File: config.mk
export PLATFORM = sky130hd
export DESIGN_NAME = atm_unit
export DESIGN_NICKNAME = d
export VERILOG_FILES = /design/src/rtl/atm_unit.sv
export SDC_FILE = /design/constraint.sdc
export NUM_CORES = 1
export LEC_CHECK = 0
export BUFFER_PORTS_ARGS = -buffer_cell sky130_fd_sc_hd__buf_2
export CORE_MARGIN = 3
export CORE_UTILIZATION = 35
export DETAILED_ROUTE_END_ITERATION = 12
export PLACE_DENSITY_LB_ADDON = 0.05
export SLEW_MARGIN = 20
export SYNTH_ARGS = -nofsm -noshare
export SYNTH_HDL_FRONTEND = slang
export SYNTH_SLANG_ARGS = --single-unit
File: constraint.sdc
create_clock -name clk -period 6.7 [get_ports clk]
set_input_delay 0 -clock clk [delete_from_list [all_inputs] [get_ports clk]]
set_output_delay 0 -clock clk [all_outputs]
set_load 0.005 [all_outputs]
File: src/rtl/atm_unit.sv
// atm_unit: transaction engine for a 10-account automated teller.
// Holds an on-chip table of PINs and balances. Each transaction
// authenticates an account number and PIN, then performs a balance
// inquiry, withdrawal, deposit or PIN change. Every transaction takes
// exactly four clock edges, on both the pass and the fail path.
//
// Ports:
//   clk       rising-edge clock
//   rst       asynchronous, active-low reset (restores the account table)
//   operation 3 = inquiry, 4 = withdraw, 5 = deposit, 6 = change PIN
//   acc_num   account number, valid range 1..10
//   pin       entered PIN (binary value)
//   newPin    replacement PIN for operation 6
//   amount    unsigned amount for withdraw/deposit
//   language  display-side selection, unused by the datapath
//   balance   registered balance after the last transaction (0 on failure)
//   success   registered, 1 when the last transaction completed
//   state     current FSM state encoding
module atm_unit (
    input  logic        clk,
    input  logic        rst,
    input  logic [2:0]  operation,
    input  logic [3:0]  acc_num,
    input  logic [15:0] pin,
    input  logic [15:0] newPin,
    input  logic [31:0] amount,
    input  logic        language,
    output logic [31:0] balance,
    output logic        success,
    output logic [2:0]  state
);

    // Terminal-state encodings equal the operation codes, so the PIN
    // check can jump straight to the state named by the operation.
    typedef enum logic [2:0] {
        S_ACC   = 3'd0,
        S_PIN   = 3'd1,
        S_ERROR = 3'd2,
        S_BAL   = 3'd3,
        S_WDR   = 3'd4,
        S_DEP   = 3'd5,
        S_CHG   = 3'd6,
        S_IDLE  = 3'd7
    } state_t;

    state_t      cur_state, next_state;

    logic [2:0]  op_q;
    logic [3:0]  acc_q;
    logic [15:0] pin_q;
    logic [15:0] new_pin_q;
    logic [31:0] amount_q;
    logic        acc_ok;

    logic [15:0] pin_table [10];
    logic [31:0] bal_table [10];

    logic [3:0]  idx;
    logic        acc_valid;
    logic [15:0] stored_pin;
    logic [31:0] stored_bal;
    logic [32:0] dep_sum;

    logic        load_result;
    logic [31:0] balance_next;
    logic        success_next;
    logic        write_bal;
    logic        write_pin;
    logic [31:0] bal_wdata;

    // The language select only matters to the display logic downstream.
    logic        unused_language;
    assign unused_language = language;

    function automatic logic [15:0] default_pin(input int i);
        case (i)
            0:       default_pin = 16'd1234;
            1:       default_pin = 16'd2345;
            2:       default_pin = 16'd3456;
            3:       default_pin = 16'd4567;
            4:       default_pin = 16'd5678;
            5:       default_pin = 16'd6789;
            6:       default_pin = 16'd7890;
            7:       default_pin = 16'd8901;
            8:       default_pin = 16'd9012;
            9:       default_pin = 16'd7123;
            default: default_pin = 16'd0;
        endcase
    endfunction

    assign state     = cur_state;
    assign idx       = acc_q - 4'd1;
    assign acc_valid = (acc_q >= 4'd1) && (acc_q <= 4'd10);

    // Table reads are gated by acc_ok so an invalid account never
    // indexes past the end of the table.
    assign stored_pin = acc_ok ? pin_table[idx] : 16'd0;
    assign stored_bal = acc_ok ? bal_table[idx] : 32'd0;
    assign dep_sum    = {1'b0, stored_bal} + {1'b0, amount_q};

    // Next-state and result computation. Results and table writes are
    // produced while in a terminal state and registered on the edge
    // that returns to IDLE.
    always_comb begin
        next_state   = cur_state;
        load_result  = 1'b0;
        balance_next = 32'd0;
        success_next = 1'b0;
        write_bal    = 1'b0;
        write_pin    = 1'b0;
        bal_wdata    = stored_bal;
        case (cur_state)
            S_IDLE: next_state = S_ACC;
            S_ACC:  next_state = S_PIN;
            S_PIN: begin
                if (acc_ok && (stored_pin == pin_q) &&
                    (op_q >= 3'd3) && (op_q <= 3'd6))
                    next_state = state_t'(op_q);
                else
                    next_state = S_ERROR;
            end
            S_BAL: begin
                next_state   = S_IDLE;
                load_result  = 1'b1;
                balance_next = stored_bal;
                success_next = 1'b1;
            end
            S_WDR: begin
                next_state  = S_IDLE;
                load_result = 1'b1;
                if (amount_q <= stored_bal) begin
                    bal_wdata    = stored_bal - amount_q;
                    write_bal    = 1'b1;
                    balance_next = bal_wdata;
                    success_next = 1'b1;
                end
            end
            S_DEP: begin
                next_state  = S_IDLE;
                load_result = 1'b1;
                if (!dep_sum[32]) begin
                    bal_wdata    = dep_sum[31:0];
                    write_bal    = 1'b1;
                    balance_next = bal_wdata;
                    success_next = 1'b1;
                end
            end
            S_CHG: begin
                next_state   = S_IDLE;
                load_result  = 1'b1;
                write_pin    = 1'b1;
                balance_next = stored_bal;
                success_next = 1'b1;
            end
            S_ERROR: begin
                next_state  = S_IDLE;
                load_result = 1'b1;
            end
            default: next_state = S_IDLE;
        endcase
    end

    // State register, input latches, result registers and account table.
    // Reset puts every account back to its default PIN and balance.
    always_ff @(posedge clk or negedge rst) begin
        if (!rst) begin
            cur_state <= S_IDLE;
            op_q      <= 3'd0;
            acc_q     <= 4'd0;
            pin_q     <= 16'd0;
            new_pin_q <= 16'd0;
            amount_q  <= 32'd0;
            acc_ok    <= 1'b0;
            balance   <= 32'd0;
            success   <= 1'b0;
            for (int i = 0; i < 10; i++) begin
                pin_table[i] <= default_pin(i);
                bal_table[i] <= 32'(1000 * (i + 1));
            end
        end else begin
            cur_state <= next_state;
            if (cur_state == S_IDLE) begin
                op_q      <= operation;
                acc_q     <= acc_num;
                pin_q     <= pin;
                new_pin_q <= newPin;
                amount_q  <= amount;
            end
            if (cur_state == S_ACC)
                acc_ok <= acc_valid;
            if (load_result) begin
                balance <= balance_next;
                success <= success_next;
            end
            if (write_bal)
                bal_table[idx] <= bal_wdata;
            if (write_pin)
                pin_table[idx] <= new_pin_q;
        end
    end

endmodule

**Word-level counts from Yosys, hierarchy flattened**

Index checks and enable logic that the tools add are counted.

- $add $sub $neg: 3
- Bitwise operators: 1
- Order comparisons: 7
- Reductions and logical operators: 8
- Eq/ne operators: 8
- Muxes and demuxes: 28

Operator list:

| kind | number |
|---|---|
| $bwmux 320 | 1 |
| $mux 32 | 8 |
| $bwmux 160 | 1 |
| $bmux 32 s4 | 1 |
| $demux 32 s4 | 1 |
| $pmux 32 s3 | 1 |
| $bmux 16 s4 | 1 |
| $demux 16 s4 | 1 |
| $mux 16 | 4 |
| $pmux 32 s2 | 1 |
| $add 32x32->33 | 1 |
| $le 32x32->1 | 1 |
| $sub 32x32->32 | 1 |
| $eq 16x16->1 | 1 |
| $eq 3x3->1 const B | 4 |
| $pmux 3 s4 | 1 |
| $eq 3x2->1 const B | 2 |
| $ge 5x5->1 const B | 1 |
| $logic_and 1x1->1 | 5 |
| $lt 5x1->1 const B | 1 |
| $not 4->5 | 1 |
| $reduce_or 5->1 | 1 |
| $ge 4x1->1 const B | 1 |
| $le 4x4->1 const B | 1 |
| other kinds (10) | 13 |

- Logic and storage cells: 84
- Output and inout port bits: 36
- Register bits: 588

**Depth between registers and ports, before layout**

Gate-level depths: netlist (run 1).

- Word-level depth: 12
- Depth in mapped cells: 33

**Worst setup path after synthesis (run 1)**

Ideal clock, no wire load.

- Path kind: register to register
- Start: register acc_q[0]
- End: register bal_table[279] (netlist bit)
- Setup time: 0.125 ns
- Clock period less this slack: 7.252 ns
- Path slack: -0.552 ns
- Cell stages (with the launch flop): 30
- Arrival time: 7.127 ns
- Cell sequence: dfrtp_1 buf_2 buf_2 buf_4 buf_2 buf_2 buf_2 inv_1 ha_1 clkbuf_1 clkbuf_1 clkbuf_1 clkbuf_1 mux4_2 a22oi_1 o21ai_0 and2_1 ha_1 clkbuf_1 and4bb_1 nor3b_2 nor3b_2 a21oi_1 or2_1 o31a_1 buf_2 buf_2 a211oi_2 buf_2 mux2_2

- Word-level cells in the longest chain between the ends: 10
- Elaborated cells between the ends (all ways): 21

RTL lines:

| item | line | RTL |
|---|---|---|
| start: declaration | 49 | `logic [3:0] acc_q;` |
| start signal: assignment | 184 | `acc_q <= acc_num;` |
| $sub 4x1->4 (*) | 92 | `assign idx = acc_q - 4'd1;` |
| $not 4->5 (not written as such) (*) | 98, 196 |  |
| $bmux 32 s4 | 98 | `assign stored_bal = acc_ok ? bal_table[idx] : 32'd0;` |
| $mux 32 (not written as such) (2 in a row) | 98 |  |
| $mux 32 | 98 |  |
| $add 32x32->33 (tied with other cells) | 99 | `assign dep_sum = {1'b0, stored_bal} + {1'b0, amount_q};` |
| $mux 32, on equally long branches | 141, 131 |  |
| $pmux 32 s2 | 112 | `case (cur_state)` |
| $bwmux 320 | 196 | `bal_table[idx] <= bal_wdata;` |
| end signal: indexed assignment | 178 | `bal_table[i] <= 32'(1000 * (i + 1));` |
| end signal: indexed assignment | 196 |  |
| end: declaration | 56 | `logic [31:0] bal_table [10];` |

Mark *: on every way between the ends. The rest lies on a longest branch, timed or not. The select of a mux whose other input is x is not followed.
A chain may end at the register's enable or synchronous reset.

**Worst setup path in the final report (run 1)**

- Start: register acc_q[1]
- End: register bal_table[147] (netlist bit)

The elaborated chain is that of the path after synthesis.

==> results of run 1 <==
## registers in the layout, indices dropped and copies added, names as in the netlist
register / count
acc_q: 4
op_q: 3
bal_table: 320
state: 3
balance: 32
success: 1
pin_q: 16
acc_ok: 1
pin_table: 160
new_pin_q: 16
amount_q: 32
## layout make-up
cell class | count | share of cell area (%)
Multi-Input combinational cell | 1574 | 40.72
Tap cell | 1155 | 3.923
Clock buffer | 113 | 5.750
Timing Repair Buffer | 328 | 7.397
Clock inverter | 21 | 0.9815
Sequential cell | 588 | 40.38
Inverter | 83 | 0.8456
## stage by stage
step	hold WS [ps]	area, um^2	std cells	util, %
after floorplan	-295.6	30990	2444	-
after global placement	-74.13	33550	3653	38.43
after detailed placement	-69.44	33560	3653	38.45
after CTS	90.61	36800	3861	42.16
after global routing	136.1	36840	3862	42.20
final	136.2	36840	3862	42.20
## metal layers
metal | vias to the layer above | wire length [um] | track usage (%)
li1 | 9543 | - | -
met4 | 0 | 3644 | 7.975
met3 | 157 | 3366 | 2.697
met5 | - | 0 | 0
met1 | 11051 | 40480 | 26.50
met2 | 478 | 47260 | 36.12
## path summary, 6_finish.rpt
check / from / end
worst min-delay path: amount[6] / amount_q[6]
worst min register to register: bal_table[160] / bal_table[160]
worst max register to register: acc_q[1] / bal_table[147]
worst max-delay path: acc_q[1] / bal_table[147]
max in group asynchronous: rst / pin_table[121]
min in group asynchronous: rst / amount_q[10]
## critical path, delay by kind of cell, from the launching register on
kind | cells | cell delay, ps
AND/OR/NAND/NOR | 3 | 1180
flip-flops | 1 | 490
AO/OA/AOI/OAI | 9 | 2880
adder cells (fa/ha/maj) | 2 | 650
buffers and inverters | 4 | 760
multiplexers | 1 | 310
## logic make-up after synthesis
group / Yosys count / synth area share [%]
fa+ha+maj: 79 / 3.240
simple gates: 311 / 5.236
flops: 588 / 48.02
xor+xnor: 13 / 0.3676
mux: 661 / 27.31
buf+inv: 282 / 4.040
compound gates: 510 / 11.78
## power breakdown
part	switching [mW]	internal (mW)	leakage, nW
clock network	1.59	2.50	1.20
registers	0.286	3.77	7.50
logic	1.39	0.857	8.13
total	3.26	7.13	16.8
## cell usage in the layout (no fill, tap or decap), types with 20 or more instances in the layout
cell type      instances
clkbuf_16             74
buf_4                121
dfrtp_1              459
inv_1                 82
a21oi_1               95
a31oi_1               20
dfstp_2              127
mux2i_1               52
mux4_2                96
a22oi_1               47
and2_1                37
a221o_1               36
o21ai_0               94
clkbuf_1              27
buf_12                24
dlygate4sd3_1         73
nand2_1               81
buf_2                107
ha_1                  76
a221oi_1              24
mux2_2               506
nor2_1                64
## what timing repair did
| item | in CTS | in global routing |
|---|---|---|
| endpoints found under the hold margin | 493 | 0 |
| setup endpoints to repair | 0 | 11 |
| setup buffers | 0 | 0 |
| hold buffers | 74 | 0 |
| resized for setup | 0 | 1 |
==> flow_summary.json, run 1 <==
{
  "setup_viol": 0,
  "critical_path_class": "reg2reg",
  "power.total_mw": 10.39,
  "place_hpwl_um": 62620,
  "finalCriticalPeriod_ps": 6378,
  "synth_top_cells_by_area": "dfrtp_1 (37%), mux2_2 (18%), dfstp_2 (11%)",
  "endpoint_kind": "register",
  "fin_nets": 2801,
  "cpMaxStageDelayCell": "a21oi_1",
  "skew_ps": 27.67,
  "io_buffers": 108,
  "synthArstFlopShare_pct": 100.0,
  "area_growth_pct": 18.96,
  "r2r_setup_slack_ps": 320,
  "cts_tree": "done",
  "grt_pass1_vias": 22429,
  "multi_input_area_um2": 15000,
  "final.period_utilization_pct": 95.20,
  "fillers": 8280,
  "rsz0062_at_grt": "no",
  "diodes": 0,
  "mappedNetlistArea_um2": 30970,
  "seqCellArea_um2": 14880,
  "vdd_drop_max_v": 0.0002321,
  "synthTopCellsByCount": "mux2_2 (506), dfrtp_1 (461), dfstp_2 (127)",
  "synth_cell_types": 88,
  "worstSetupStartpointType": "register",
  "worst_pin_slew_ps": 1165,
  "drive_gt1_share_pct": 42.45,
  "ios": 110,
  "num_vias": 21229,
  "cts_buffer_depth": 3,
  "rows": 108,
  "grtUsageTotal_pct": 20.84,
  "insertion_delay_ps": 630,
  "grt_max_degree": 175,
  "grt_pass1_wl_um": 143700,
  "via_per_inst": 5.497,
  "worstPathMaxFanout": 17,
  "cts_buffers": 73,
  "place_ws_ps": 376.7,
  "setup_slack_ps": 321.9,
  "reg2reg_depth": 19,
  "wl_um": 94750,
  "crit_arrival_ps": 6920,
  "status": "completed",
  "required_ps": 7250,
  "ys_ff_latch": 588,
  "dr.pass1.iters": 5,
  "coreArea_um2": 87290,
  "critPathMaxStageDelay_ps": 940,
  "power.density_nw_per_um2": 282.0,
  "die_area_um2": 92090,
  "seq_area_frac_synth_pct": 48.02,
  "synth_edf_count": 0,
  "antenna_found_initial": 0,
  "timing.max_cap.violations": 0,
  "die_width_um": 303.5,
  "fmax_mhz": 156.8,
  "die_h_um": 303.5,
  "initial_core_util_pct": 35.48,
  "gr-total-overflow": 0,
  "place_congestion": 0.8929,
  "hold_path_class": "in2reg",
  "synth_cells": 2444,
  "tns_ps": 0,
  "synth_nets": 2597,
  "synth.avg_cell_area_um2": 12.67,
  "drtIter0Drc": 1275,
  "synth_flop_cell": "dfrtp_1",
  "slew_violations": 0,
  "min_path_cells": 3,
  "antenna_left": 0,
  "cts_htree_levels": 3,
  "synth_most_common_cell": "mux2_2",
  "cts_root_buf": "clkbuf_16",
  "p_leak_nw": 16.83,
  "synth_top_area_cell": "dfrtp_1",
  "cts_num_sinks": 588,
  "netlist.area_leader.share_pct": 37.25,
  "hold_viol": 0,
  "slew_headroom_pct": 22.31,
  "wire_per_inst_um": 24.53,
  "ys.warnings.count": 0,
  "clk_pin_slew_ps": 60,
  "drc": 0,
  "crit_chain": "inv_1, ha_1, buf_4, a41o_2, buf_12, buf_4, a22oi_1, o21ai_0, and2_1, ha_1, or3b_2, nor4b_1, o31ai_1, a31oi_1, a31oi_1, o21ai_0, a221oi_1, a21oi_1, mux2_2"
}
Power figures use the tool's default switching activity.
==> run 2: changes to the inputs <==
--- a/config.mk
+++ b/config.mk
@@ -8,6 +8,7 @@
 export BUFFER_PORTS_ARGS = -buffer_cell sky130_fd_sc_hd__buf_2
 export CORE_MARGIN = 3
 export CORE_UTILIZATION = 35
+export CTS_BUF_LIST = sky130_fd_sc_hd__clkbuf_8 sky130_fd_sc_hd__clkbuf_16
 export DETAILED_ROUTE_END_ITERATION = 12
 export PLACE_DENSITY_LB_ADDON = 0.05
 export SLEW_MARGIN = 20
==> constraint.sdc (replaced) <==
create_clock -name clk -period 6.8 [get_ports clk]
set_input_delay 0 -clock clk [delete_from_list [all_inputs] [get_ports clk]]
set_output_delay 0 -clock clk [all_outputs]
set_load 0.005 [all_outputs]
==> run 2 against run 1 <==
Global-route usage grew 0.10 points. Final cell count shrank 0.47%. Clock power shrank 6.8%. Cell area shrank 0.59%. Critical path type unchanged. Clock skew grew 1.7 ps. Sequential share of layout area grew 0.24 points. Total power shrank 3.6%. Core utilization shrank 0.25 points. Die area is the same. Critical path depth is the same. Clock-buffer cell count shrank 24.
==> flow_summary.json, run 2 (synthesis gave the netlist of run 1 again) <==
{
  "top_register": "bal_table",
  "crit_arrival_ps": 6900,
  "grtUsageMet1_pct": 27.20,
  "worstSetupStartpointType": "register",
  "vdd_drop_max_v": 0.0001761,
  "mostFrequentLayoutCells": "mux2_2 (506), dfrtp_1 (459), dfstp_2 (127)",
  "antenna_left": 0,
  "num_vias": 21050,
  "timing.max_cap.violations": 0,
  "cts_tree": "done",
  "rsz0062_at_grt": "no",
  "clk_pin_slew_ps": 60,
  "drtIter0Drc": 1222,
  "rows": 108,
  "area_growth_pct": 18.26,
  "combPwrFrac_pct": 22.4,
  "setup_slack_ps": 436.7,
  "use_met3_pct": 2.361,
  "grtUsageTotal_pct": 20.94,
  "use_met2_pct": 37.22,
  "final_area_um2": 36620,
  "via_per_inst": 5.476,
  "fillers": 8264,
  "setup_viol": 0,
  "die_width_um": 303.5,
  "die_h_um": 303.5,
  "slew_headroom_pct": 27.64,
  "critical_path_class": "reg2reg",
  "dr.pass1.iters": 5,
  "largest_reg_flops": 320,
  "skew_ps": 29.40,
  "whs_ps": 145.5,
  "die_area_um2": 92090,
  "grt_pass1_wl_um": 145500,
  "cp_num_buf_inv": 2,
  "top_regs": "bal_table: 320 flops, pin_table: 160 flops",
  "fmax_mhz": 157.2,
  "cts_buffer_depth": 3,
  "grt_max_degree": 170,
  "drc": 0,
  "cts_htree_levels": 3,
  "cp_top_family": "compound AO/OA/AOI/OAI gates",
  "grt_pass1_vias": 22496,
  "diodes": 0,
  "place_congestion": 0.8772,
  "endpoint_kind": "register",
  "slew_violations": 0,
  "swShare_pct": 31.82,
  "fin_nets": 2784,
  "final_common_cell": "mux2_2",
  "wire_per_inst_um": 24.72,
  "cts_num_sinks": 588,
  "cts_buffers": 72,
  "ios": 110,
  "gr-total-overflow": 0,
  "cts_root_buf": "clkbuf_16",
  "status": "completed",
  "coreArea_um2": 87290,
  "placed_area_um2": 33410,
  "cpMaxStageDelayCell": "o41ai_1",
  "tns_ps": 0,
  "place_hpwl_um": 64090,
  "power.switching_mw": 3.187,
  "p_leak_nw": 16.80,
  "initial_core_util_pct": 35.48,
  "io_buffers": 108,
  "crit_chain": "inv_1, ha_1, nor3b_1, a41o_2, a22oi_1, o21ai_0, and2_1, ha_1, fa_1, nor2b_1, o211a_1, o21ai_1, o21ai_0, o41ai_1, nand2_1, and3_1, o32ai_1, buf_4, mux2_2",
  "busiest_layer": "met2",
  "hold_viol": 0,
  "drive_gt1_share_pct": 42.58,
  "power.density_nw_per_um2": 273.5,
  "required_ps": 7330,
  "wl_um": 95030,
  "power.total_mw": 10.02,
  "p_clk_share_pct": 38.0,
  "critPathMaxStageDelay_ps": 790,
  "p_seq_share_pct": 39.6,
  "antenna_found_initial": 1,
  "place_ws_ps": 74.21,
  "finalCriticalPeriod_ps": 6363,
  "worst_pin_slew_ps": 1083,
  "p_int_mw": 6.830,
  "hold_path_class": "in2reg",
  "worstPathMaxFanout": 18,
  "insertion_delay_ps": 620,
  "final.period_utilization_pct": 93.58
}
run 2: changes by cell type in the layout (fill, tap and decap cells not counted), moves of 2 or more:
cell,delta
bufinv_16,-5
a21oi_2,+7
buf_16,-2
clkbuf_1,-27
clkinv_2,+9
a21oi_1,-7
inv_1,+21
clkbuf_8,+3
buf_4,-15
run 2: worst reg2reg max path: stages (launching register included):
cell	delay (ps)
dfrtp_4	560
inv_1	180
ha_1	400
nor3b_1	130
a41o_2	500
a22oi_1	320
o21ai_0	120
and2_1	240
ha_1	240
fa_1	450
nor2b_1	170
o211a_1	260
o21ai_1	360
o21ai_0	330
o41ai_1	790
nand2_1	160
and3_1	220
o32ai_1	430
buf_4	260
mux2_2	170
run 2: power groups by stage:
stage,logic (mW),registers [mW],clock network (mW)
6_report,2.24,3.97,3.81
5_1_grt,2.44,4.00,4.08
4_1_cts,2.28,3.97,3.94
3_5_place_dp,2.23,4.03,0
3_3_place_gp,2.21,4.03,0
2_1_floorplan,1.37,3.88,0
run 2: cell type report:
| type | instances | area, um^2 | share of cell area, % |
|---|---|---|---|
| repair buffers | 312 | 2577 | 7.038 |
| flip-flops and latches | 588 | 14880 | 40.62 |
| well taps | 1155 | 1445 | 3.946 |
| clock inverters | 43 | 332.8 | 0.9087 |
| inverters | 83 | 311.5 | 0.8507 |
| clock buffers | 89 | 2058 | 5.620 |
| multi-input cells | 1574 | 15020 | 41.01 |
run 2: what timing repair did:
item / in CTS / in global routing
hold buffers: 74 / 0
setup endpoints to repair: 0 / 112
buffers inserted: 0 / 4
resized for setup: 0 / 11
hold endpoints to repair: 146 / 0
run 2: metal layers:
layer	vias up	routed length [um]	share of wire, %
met4	0	2045	2.2
met5	-	0	0
met2	404	48660	51
met1	11058	41630	44
met3	106	2693	2.8
li1	9482	-	-
run 2: through the flow:
step	std cells	util, %
after global routing	3844	41.95
after detailed placement	3634	38.27
after global placement	3634	38.27
after CTS	3840	41.87
after floorplan	2444	-
final	3844	41.95
run 2: worst paths after layout:
check                          startpoint        endpoint  slack [ps]  depth (start not counted)
setup / recovery                 acc_q[0]  bal_table[126]         440                         19
hold / removal                  amount[3]     amount_q[3]         150                          3
setup reg to reg                 acc_q[0]  bal_table[126]         440                         19
hold reg to reg            bal_table[289]  bal_table[289]         480                          2
max in group asynchronous             rst  bal_table[150]        4420                          5
min in group asynchronous             rst    amount_q[18]         470                          3
==> run 3: changes to the inputs <==
--- a/config.mk
+++ b/config.mk
@@ -5,12 +5,16 @@
 export SDC_FILE = /design/constraint.sdc
 export NUM_CORES = 1
 export LEC_CHECK = 0
+export ABC_CLOCK_PERIOD_IN_PS = 6800
 export BUFFER_PORTS_ARGS = -buffer_cell sky130_fd_sc_hd__buf_2
+export CELL_PAD_IN_SITES_DETAIL_PLACEMENT = 2
+export CELL_PAD_IN_SITES_GLOBAL_PLACEMENT = 2
 export CORE_MARGIN = 3
 export CORE_UTILIZATION = 35
 export CTS_BUF_LIST = sky130_fd_sc_hd__clkbuf_8 sky130_fd_sc_hd__clkbuf_16
 export DETAILED_ROUTE_END_ITERATION = 12
 export PLACE_DENSITY_LB_ADDON = 0.05
+export SKIP_LAST_GASP = 1
 export SLEW_MARGIN = 20
 export SYNTH_ARGS = -nofsm -noshare
 export SYNTH_HDL_FRONTEND = slang
==> run 3 against run 2 <==
Combinational power grew 3%. Worst setup slack gained 120 ps. Final cell count shrank 0.18%. Clock power grew 2%. Sequential power is essentially flat. Total power grew 1.7%. Global-route usage grew 2.1 points. Die area is the same. Clock-buffer cell count grew 5. Sequential share of layout area grew 0.083 points. Clock skew shrank 8.6 ps. Largest cell class unchanged.
==> flow_summary.json, run 3 (synthesis gave the netlist of run 1 again) <==
{
  "status": "completed",
  "top_register": "bal_table",
  "wl_um": 105300,
  "finalCriticalPeriod_ps": 6246,
  "cts_buffer_depth": 3,
  "whs_ps": 67.24,
  "coreArea_um2": 87290,
  "use_met2_pct": 41.86,
  "critical_path_class": "reg2reg",
  "grtUsageMet1_pct": 28.68,
  "initial_core_util_pct": 35.48,
  "final_common_cell": "mux2_2",
  "worstPathMaxFanout": 18,
  "cts_htree_levels": 3,
  "grtUsageTotal_pct": 23.07,
  "place_congestion": 0.8620,
  "drc": 0,
  "grt_max_degree": 166,
  "timing.max_cap.violations": 0,
  "power.density_nw_per_um2": 278.6,
  "post-cts-setup-buffers": 0,
  "drtIter0Drc": 917,
  "required_ps": 7300,
  "via_per_inst": 5.586,
  "cts_tree": "done",
  "rsz0062_at_grt": "no",
  "cts_num_sinks": 588,
  "use_met3_pct": 2.483,
  "largest_reg_flops": 320,
  "slew_violations": 0,
  "worst_pin_slew_ps": 1046,
  "busiest_layer": "met2",
  "drive_gt1_share_pct": 42.06,
  "clk_pin_slew_ps": 60,
  "slew_headroom_pct": 30.10,
  "dr.pass1.iters": 4,
  "mostFrequentLayoutCells": "mux2_2 (506), dfrtp_1 (459), dfstp_2 (127)",
  "fin_nets": 2776,
  "fmax_mhz": 160.1,
  "wire_per_inst_um": 27.44,
  "final.period_utilization_pct": 91.85,
  "area_growth_pct": 18.01,
  "grt_pass1_wl_um": 159100,
  "ios": 110,
  "top_regs": "bal_table: 320 flops, pin_table: 160 flops",
  "num_vias": 21432,
  "grt_pass1_vias": 24431,
  "vdd_drop_max_v": 0.0001884,
  "setup_viol": 0,
  "cts_buffers": 72,
  "p_leak_nw": 16.77,
  "die_width_um": 303.5,
  "tns_ps": 0,
  "die_area_um2": 92090,
  "rows": 108,
  "hold_viol": 0,
  "place_hpwl_um": 70520,
  "crit_arrival_ps": 6750,
  "worstSetupStartpointType": "register",
  "skew_ps": 20.82,
  "antenna_left": 0,
  "hold_buffers": 73,
  "diodes": 0,
  "io_buffers": 108,
  "hold_path_class": "in2async",
  "post_cts_resized": 0,
  "antenna_found_initial": 2,
  "gr-total-overflow": 0,
  "die_h_um": 303.5,
  "insertion_delay_ps": 630,
  "cts_root_buf": "clkbuf_16",
  "endpoint_kind": "register"
}
[run 3: layout make-up]
cell class,count,area [um^2]
clock buffer,94,2127
clock inverter,39,304.0
fill,8664,50740
inverter,83,311.5
multi-input combinational,1574,14990
sequential,588,14880
tap,1155,1445
timing repair buffer,304,2497
[run 3: stage by stage]
stage	cell area, um^2	cells	power, mW	worst slack, ps	utilization (%)
after global routing	36550	3837	10.70	142.2	41.87
final	36550	3837	10.18	554.4	41.87
after floorplan	30990	2444	5.248	39.24	-
after global placement	33360	3631	6.290	110.6	38.21
after detailed placement	33360	3631	6.361	532.1	38.21
after CTS	36540	3837	10.37	466.6	41.86
[run 3: path summary, 6_finish.rpt]
check / startpoint / endpoint / slack [ps] / cells past startpoint
max in group asynchronous: rst / bal_table[225] / 5140 / 4
worst min register to register: bal_table[64] / bal_table[64] / 480 / 2
worst max register to register: acc_q[1] / bal_table[317] / 550 / 18
min in group clk: newPin[9] / new_pin_q[9] / 140 / 3
worst max-delay path: acc_q[1] / bal_table[317] / 550 / 18
worst min-delay path: rst / amount_q[10] / 70 / 3
[run 3: worst max-delay path, cell delays in order (launching register included)]
cell       delay (ps)
dfrtp_1           480
inv_1             190
ha_4              570
buf_4             370
mux4_2            350
a22oi_1           230
o21ai_0           120
and2_1            230
ha_1              480
nor3_1            310
nand2_1           110
a2111oi_1         680
o31ai_1           350
o211ai_1          260
buf_4             170
nand3_1           150
a21boi_0          480
nor2_1            230
o41ai_1           330
[run 3: power by group]
group | switching, mW | internal (mW)
clock | 1.56 | 2.32
sequential | 0.281 | 3.71
combinational | 1.44 | 0.866
[run 3: layer usage]
metal,up-vias,routed length (um)
li1,9483,-
met1,11525,44970
met2,284,54790
met3,140,2371
met4,0,3161
met5,-,0
